$ cat config.mk
export PLATFORM = sky130hd
export DESIGN_NAME = ifetch_buffer
export DESIGN_NICKNAME = d
export VERILOG_FILES = /design/src/rtl/ifetch_buffer_pkg.sv /design/src/rtl/ifetch_fifo.sv /design/src/rtl/ifetch_buffer.sv
export SDC_FILE = /design/constraint.sdc
export NUM_CORES = 1
export LEC_CHECK = 0
export CAP_MARGIN = 5
export CORE_UTILIZATION = 49
export DETAILED_ROUTE_END_ITERATION = 16
export MAX_ROUTING_LAYER = met4
export PLACE_DENSITY = 0.8
export SYNTH_ARGS = -nofsm -noshare
export SYNTH_HDL_FRONTEND = slang
export SYNTH_SLANG_ARGS = --single-unit
export TNS_END_PERCENT = 1
$ cat constraint.sdc
create_clock -name clock -period 2.5 [get_ports clock]
set_clock_uncertainty 0.15 [all_clocks]
set_input_delay 0.375 -clock clock [delete_from_list [all_inputs] [get_ports clock]]
set_output_delay 0.375 -clock clock [all_outputs]
set_load 0.03 [all_outputs]
$ cat src/rtl/ifetch_buffer_pkg.sv
// Shared types for the TPU scalar-unit fetch path.
package pkg_tpu;

  localparam int unsigned INSTR_W = 32;

  typedef logic [INSTR_W-1:0] instruction_t;

  // Instruction-memory return: valid flag plus the fetched word.
  typedef struct packed {
    logic         v;
    instruction_t instr;
  } instr_t;

  typedef enum logic [1:0] {
    IDLE,
    FETCH,
    DRAIN,
    FLUSH
  } fetch_state_t;

endpackage

$ cat src/rtl/ifetch_fifo.sv
// Synchronous instruction queue. Clear wins over push/pop; head reads zero while empty.
module ifetch_fifo
  import pkg_tpu::*;
#(
  parameter int unsigned DEPTH = 4
) (
  input  logic                         clock,
  input  logic                         reset,
  input  logic                         push,
  input  logic                         pop,
  input  logic                         clear,
  input  instruction_t                 din,
  output instruction_t                 head,
  output logic [$clog2(DEPTH+1)-1:0]   count
);

  localparam int unsigned PW = $clog2(DEPTH);
  localparam int unsigned CW = $clog2(DEPTH+1);

  instruction_t   mem [DEPTH];
  logic [PW-1:0]  rd_ptr;
  logic [PW-1:0]  wr_ptr;
  logic [CW-1:0]  count_q;

  // Pointers wrap naturally because DEPTH is a power of two.
  always_ff @(posedge clock) begin
    if (reset || clear) begin
      rd_ptr  <= '0;
      wr_ptr  <= '0;
      count_q <= '0;
    end else begin
      if (push) wr_ptr <= wr_ptr + 1'b1;
      if (pop)  rd_ptr <= rd_ptr + 1'b1;
      count_q <= count_q + CW'(push) - CW'(pop);
    end
  end

  // Storage is not reset; the head mux hides stale entries.
  always_ff @(posedge clock) begin
    if (push && !clear) mem[wr_ptr] <= din;
  end

  assign head  = (count_q != '0) ? mem[rd_ptr] : '0;
  assign count = count_q;

endmodule

$ cat src/rtl/ifetch_buffer.sv
// Instruction-fetch stage: credit-limited issue to instruction memory, in-flight
// tracking across RD_LAT cycles, and a DEPTH-entry queue feeding decode.
module ifetch_buffer
  import pkg_tpu::*;
#(
  parameter int unsigned DEPTH  = 4,
  parameter int unsigned RD_LAT = 1
) (
  input  logic                        clock,
  input  logic                        reset,
  input  logic                        I_Req,
  input  logic                        I_Empty,
  input  logic                        I_Term,
  input  logic                        I_Flush,
  input  instr_t                      I_Instr,
  output logic                        O_Re_Instr,
  output logic                        O_Req,
  input  logic                        I_Ready,
  output instruction_t                O_Instr,
  output logic [$clog2(DEPTH+1)-1:0]  O_Count,
  output logic                        O_Idle
);

  localparam int unsigned CW = $clog2(DEPTH+1);
  localparam int unsigned SW = $clog2(DEPTH+RD_LAT+1);

  fetch_state_t      state_q, state_d;
  logic [RD_LAT-1:0] issued_q, issued_d;
  logic [RD_LAT-1:0] squash_q, squash_d;
  logic [SW-1:0]     inflight, inflight_nxt;
  logic [CW-1:0]     count_nxt;
  logic              idle_q;
  logic              push, pop;

  // Credits count queue entries plus reads in flight, before any same-cycle pop.
  assign O_Re_Instr = (state_q == FETCH) & ~I_Empty & ~I_Term & ~I_Flush &
                      ((SW'(O_Count) + inflight) < SW'(DEPTH));

  // Oldest tracker stage lines up with the memory return; a flush this cycle also squashes it.
  assign push = issued_q[RD_LAT-1] & ~(squash_q[RD_LAT-1] | I_Flush) & I_Instr.v;
  assign pop  = O_Req & I_Ready;

  assign O_Req     = (O_Count != '0);
  assign count_nxt = I_Flush ? '0 : O_Count + CW'(push) - CW'(pop);
  assign O_Idle    = idle_q;

  // Tracker shift: new issue enters stage 0, flush marks every live stage as squashed.
  always_comb begin
    issued_d    = '0;
    squash_d    = '0;
    issued_d[0] = O_Re_Instr;
    for (int unsigned i = 1; i < RD_LAT; i++) begin
      issued_d[i] = issued_q[i-1];
      squash_d[i] = issued_q[i-1] & (squash_q[i-1] | I_Flush);
    end
  end

  // Reads currently in flight.
  always_comb begin
    inflight = '0;
    for (int unsigned i = 0; i < RD_LAT; i++) inflight = inflight + SW'(issued_q[i]);
  end

  // Reads in flight after this edge, for the registered idle flag.
  always_comb begin
    inflight_nxt = '0;
    for (int unsigned i = 0; i < RD_LAT; i++) inflight_nxt = inflight_nxt + SW'(issued_d[i]);
  end

  // Next state; flush overrides everything, term only matters while fetching.
  always_comb begin
    state_d = state_q;
    if (I_Flush) begin
      state_d = FLUSH;
    end else begin
      unique case (state_q)
        IDLE:    if (I_Req) state_d = FETCH;
        FETCH: begin
          if (I_Term)      state_d = DRAIN;
          else if (!I_Req) state_d = IDLE;
        end
        DRAIN:   if (inflight == '0 && O_Count == '0) state_d = IDLE;
        FLUSH:   if (inflight == '0) state_d = I_Req ? FETCH : IDLE;
        default: state_d = IDLE;
      endcase
    end
  end

  // State, tracker and idle flag.
  always_ff @(posedge clock) begin
    if (reset) begin
      state_q  <= IDLE;
      issued_q <= '0;
      squash_q <= '0;
      idle_q   <= 1'b1;
    end else begin
      state_q  <= state_d;
      issued_q <= issued_d;
      squash_q <= squash_d;
      idle_q   <= (state_d == IDLE) && (count_nxt == '0) && (inflight_nxt == '0);
    end
  end

  ifetch_fifo #(
    .DEPTH (DEPTH)
  ) u_fifo (
    .clock (clock),
    .reset (reset),
    .push  (push),
    .pop   (pop),
    .clear (I_Flush),
    .din   (I_Instr.instr),
    .head  (O_Instr),
    .count (O_Count)
  );

endmodule
; Yosys cells after proc, flatten, opt, wreduce, memory -nomap -nowiden
; Memories as Yosys holds them, arrays and structs flattened. A register that Yosys moved wholly into a read port is not among the register bits.
; Cells that the tools add are included.
[word_totals]
ram_bits = 128
ff_bits = 11
mem_count = 1
word_cells = 53
[memory_table]
columns = name, depth, word_bits, read_ports, rd_ports_with_merged_regs, write_ports, line_no
row1 = u_fifo.mem, 4, 32, 1, 1, 1, ifetch_fifo.sv:20  ; instruction_t mem [DEPTH];
[classes]
magnitude_cmp = 1
n_mux = 14
eq_ne = 3
addsub = 5
n_reduce_logical = 13
bitwise = 10
[ops]
columns = cell, count
row1 = $mux 32, 1
row2 = $mux 2, 8
row3 = $logic_not 3->1, 4
row4 = $pmux 2 s4, 1
row5 = $and 1x1->1, 7
row6 = $add 3x1->3, 2
row7 = $add 2x1->2 const B, 2
row8 = $eq 2x2->1 const B, 2
row9 = $logic_and 1x1->1, 4
row10 = $logic_not 2->1, 2
row11 = $lt 3x3->1 const B, 1
row12 = $mux 1, 3
row13 = $mux 3, 1
row14 = $not 1->1, 3
row15 = $reduce_bool 3->1, 1
row16 = $sub 3x1->3, 1
row17 = $eq 2x1->1 const B, 1
row18 = $logic_not 1->1, 1
row19 = $logic_or 1x1->1, 1

; Logic depth before layout (Yosys ltp)
[depth]
word_depth = 9
depth_mapped = 12

; Modules after synthesis
; Synthesis repeated with hierarchy kept, for this count alone.
[hier_totals]
cells_unflattened = 281
area_unflattened_um2 = 5600.4
[by_module_without_submodules]
columns = module, instances, area_each_um2, cells_per_inst
row1 = ifetch_fifo, 1, 5322.6, 248
row2 = ifetch_buffer, 1, 277.8, 33

; Worst setup path after synthesis
; No wires, ideal clock.
[synth_path]
path_type = register to register
startpoint = register u_fifo.count_q[1], in the netlist u_fifo.count[1]
endpoint = register idle_q, in the netlist O_Idle
path_buffers = 0
path_slack_ns = -0.365
t_required_ns = 2.234
t_arrival_ns = 2.598
stages_incl_launch_ff = 13
cell_sequence = dfxtp_1 > nor3_1 > inv_1 > and2_1 > ha_1 > inv_1 > ha_1 > inv_1 > fa_1 > xor2_1 > xnor2_1 > and4_1 > a31o_2
[synth_between]
word_cells_on_any_way = 18
classes_between = add/sub (3) / order compare (1) / mux (4) / bitwise (2) / reduce/logical (8)
[synth_rtl]
columns = element, line_no
row1 = from (decl), ifetch_fifo.sv:23  ; logic [CW-1:0] count_q;
row2 = from (signal assigned), ifetch_fifo.sv:34  ; count_q <= count_q + CW'(push) - CW'(pop);
row3 = $reduce_bool 3->1, ifetch_buffer.sv:43  ; assign O_Req = (O_Count != '0);
row4 = $and 1x1->1, ifetch_buffer.sv:41  ; assign pop = O_Req & I_Ready;
row5 = via pop, ifetch_buffer.sv:33  ; logic push, pop;
row6 = $sub 3x1->3, ifetch_buffer.sv:44  ; assign count_nxt = I_Flush ? '0 : O_Count + CW'(push) - CW'(pop);
row7 = $mux 3, ifetch_buffer.sv:44
row8 = $logic_not 3->1, ifetch_buffer.sv:100  ; idle_q <= (state_d == IDLE) && (count_nxt == '0) && (inflight_nxt == '0);
row9 = $logic_and 1x1->1 (2 in series), ifetch_buffer.sv:100
row10 = to (signal assigned), ifetch_buffer.sv:100
row11 = to (decl), ifetch_buffer.sv:32  ; logic idle_q;
; The timed path passes the listed nets, and every way through them passes these cells.
; A chain may end at the register's enable or synchronous reset.

==> metrics.md <==
| Metric | Value |
|---|---|
| CP max FO | 6 |
| Area grow syn2layout | 29.1% |
| CTS sink count | 141 |
| Yosys reg bits | 141 |
| Endpoints failing setup | 10 |
| Max-slew headroom | 77.8% |
| Sequential fraction of the synthesis area | 74.6% |
| Initial cell density of the core | 50.5% |
| Worst vdd ir | 0.436 mV |
| GRT Max-Usage Layer | met2 |
| Worst-margin pin slew | 0.333 ns |
| Vias after detailed routing | 2,788 |
| R2R Path End | O_Idle$_SDFF_PP1_ |
| Fin Hold WS | 0.329 ns |
| Multiplexer area fraction after synthesis | 13.2% |
| Detailed placement HPWL | 6030 um |
| Fmax achieved | 393 MHz |
| Sw Pwr | 0.000891 W |
| Die height | 108 um |
| Post-synthesis instance area | 0.00550 mm^2 |
| Post-DRT Antenna Nets | 0 |
| GRT Overall Usage | 19.1% |
| Ys flop type | edfxtp_1 |
| Remaining DRCs | 0 |
| CP bufs+invs | 3 |
| Row cnt | 38 |
| Status | complete, but fails checks |
| RSZ-0062 raised after global routing | true |
| Crit path to | O_Instr[5] |
| Comb pwr share | 2.4% |
| Commonest non-fill, non-tap cells in the layout | edfxtp_1, clkdlybuf4s50_1, mux4_2 |
| Latest clock arrival within the worst-skew pair | 0.51 ns |
| Net Sw Frac | 17.8% |
| Drt pass-1 iters | 4 |
| CP peak stage delay | 0.49 ns |
| Type of the worst min-delay path | in -> reg |
| Maxcap violations | 0 |
| Crit path depth | 5 |
| M2 GR Usage | 31.8% |
| PnR worst setup slack | -0.0470 ns |
| Core area | 0.0109 mm^2 |
| Critical Path, Cell by Cell | buf_8, buf_6, mux4_2, and2_4, buf_6 |
| Cell mode on critical path | buf_6 |
| Syn avg cell area | 20.2 um^2 |
| Final period util | 102% |
| Number of synthesized flops with an enable pin | 128 |
| Largest net degree at the start of global routing | 35 |
| Failing checks | setup timing |
| Top cell type by total area after synthesis | edfxtp_1 |
| CP delay by family, top | multiplexers |
| Leakage | 2.48 nW |
| Data required time of the worst path | 1.98 ns |
| Routed len/inst | 18.2 um |
| I/O pin count | 78 |
| Share of the synthesized area in the top cell type | 69.9% |
| Max-slew violation count | 0 |
| Clock Path Buffers | 2 |
| Internal power | 0.00412 W |
| Initial antenna violation count | 0 |
| Ant. Diodes | 0 |
| Post-synth cell types | 28 |
| Hold Fails Final Rpt | 0 |
| Die width | 108 um |
| First-pass GRT wire length | 15,200 um |
| Top cells by area, synth | edfxtp_1, mux4_2, dfxtp_1 |
| Area share of fa/ha/maj cells after synthesis | 1.73% |
| CP Capture Type | primary output |
| Main combinational cell family by area after synthesis | multiplexers |
| Number of global-route vias before repair | 2,980 |
| Critical Path AT | 2.02 ns |
| Reg2reg path depth | 12 |
| Finished Core Util | 65.2% |
| Final min period | 2.55 ns |
| Met1 Use GR | 22.6% |
| Met3 usage in global routing | 4.00% |
| Root Buffer | clkbuf_8 |
| Syn. warnings | 0 |
| Gr ovfl total | 0 |
| Die area | 0.0116 mm^2 |
| Cells after synthesis | 272 |
| Clk pin slew, worst setup/hold paths | 0.05 ns |
| Drt via density | 5.23 |
| Asr flop ratio synth | 0% |
| Layout Nets | 431 |
| Clock buffer count from CTS | 17 |
| Synth Area in Compound Gates | 0.728% |
| Reg2reg start | u_fifo.count[1]$_SDFF_PP0_ |
| I/O Buffers | 77 |
| Flop pwr share | 51.4% |
| Syn Nets | 319 |
| XOR/XNOR share of the synthesized area | 0.956% |
| Post-Synth Simple-Gate Area | 6.24% |
| Crit path kind | reg -> out |
| Cell Pwr Density | 706 mW/mm^2 |
| Worst path slowest cell | mux4_2 |
| Startpoint Class | flip-flop |
| TritonCTS clock tree | done |
| R2R Setup Slk | 0.03 ns |
| Proportion of layout cells with a drive suffix above 1 | 35.1% |
| Initial DRC count | 177 |
| Fill cells | 766 |
| Routability cong. | 0.758 |
| Drt total wl | 9730 um |
| Clock share of power | 46.2% |
| Clock H-tree levels | 4 |
| Commonest non-fill, non-tap cell in the layout | edfxtp_1 |
## area by class of cell
type,count,area [um^2],area share [%]
tap,140,175,2.47
clock inverter,10,126,1.78
timing repair buffer,104,922,13.0
clock buffer,18,418,5.89
sequential,141,4120,58.0
inverter,9,33.8,0.476
multi-input combinational,111,1310,18.4
## power groups by stage
stage	registers (W)	logic (W)	clock network, W
2_1_floorplan	0.00263	0.0000221	0
3_3_place_gp	0.00262	0.000116	0
3_5_place_dp	0.00262	0.000121	0
4_1_cts	0.00257	0.000121	0.00236
5_1_grt	0.00257	0.000130	0.00246
6_report	0.00257	0.000120	0.00232
## per-layer routing
| metal | routed length [um] | part of all wire, % |
|---|---|---|
| met5 | 0 | 0 |
| met4 | 157 | 1.6 |
| met3 | 403 | 4.1 |
| met2 | 5200 | 54 |
| met1 | 3960 | 41 |
## worst min path at each step
stage / start / endpoint / cells past startpoint
2_1_floorplan: reset / issued_q$_SDFF_PP0_ / 1
3_3_place_gp: u_fifo.wr_ptr[1]$_SDFFE_PP0N_ / u_fifo.wr_ptr[1]$_SDFFE_PP0N_ / 2
3_5_place_dp: u_fifo.wr_ptr[1]$_SDFFE_PP0N_ / u_fifo.wr_ptr[1]$_SDFFE_PP0N_ / 2
4_1_cts: I_Instr[32] / u_fifo.wr_ptr[1]$_SDFFE_PP0N_ / 3
5_1_grt: I_Instr[32] / u_fifo.wr_ptr[1]$_SDFFE_PP0N_ / 3
6_report: I_Instr[32] / u_fifo.wr_ptr[1]$_SDFFE_PP0N_ / 3
## logic make-up after synthesis
family | Yosys count
flops | 141
simple gates | 60
mux | 32
buf+inv | 20
fa+ha+maj | 7
compound gates | 6
xor+xnor | 6
## metrics by stage
step	TNS, ns	power [W]	cell area (um^2)	std cells	setup slack, ns
finish	-0.146	0.00501	7100	533	-0.0470
global route	-1.89	0.00516	7100	533	-0.0967
CTS	-3.13	0.00506	7160	528	-0.193
detailed placement	-0.318	0.00274	6580	500	-0.295
global placement	-0.209	0.00274	6580	500	-0.209
floorplan	0	0.00265	5540	272	0.00576
## synthesized netlist by cell type, types with 3 or more instances
cell type	count
edfxtp_1	128
and2_1	37
mux4_2	30
dfxtp_1	13
nor2_1	11
inv_1	9
ha_1	6
clkbuf_1	4
buf_12	3
buf_2	3
nand3_1	3
xnor2_1	3
xor2_1	3
## what timing repair did
action / CTS / global route
setup endpoints to repair: 34 / 34
buffers inserted: 0 / 2
gates resized for setup: 94 / 84
pin swaps: 0 / 2
hold buffers: 0 / 0
gates cloned: 0 / 3
## worst register-to-register path, stage by stage, from the launching register on
cell     delay [ns]
dfxtp_4        0.35
nor3_4         0.20
inv_2          0.05
and2_4         0.14
ha_4           0.21
inv_2          0.04
ha_2           0.16
inv_2          0.03
fa_2           0.35
xor2_2         0.16
xnor2_1        0.13
and4_1         0.15
a31o_2         0.23
## flip-flops by register name, indices dropped and copies added (netlist names), named ones only
name           count
O_Idle             1
issued_q           1
state_q            2
u_fifo.count       3
u_fifo.mem       128
u_fifo.rd_ptr      2
u_fifo.wr_ptr      2
Power figures use the tool's default switching activity.
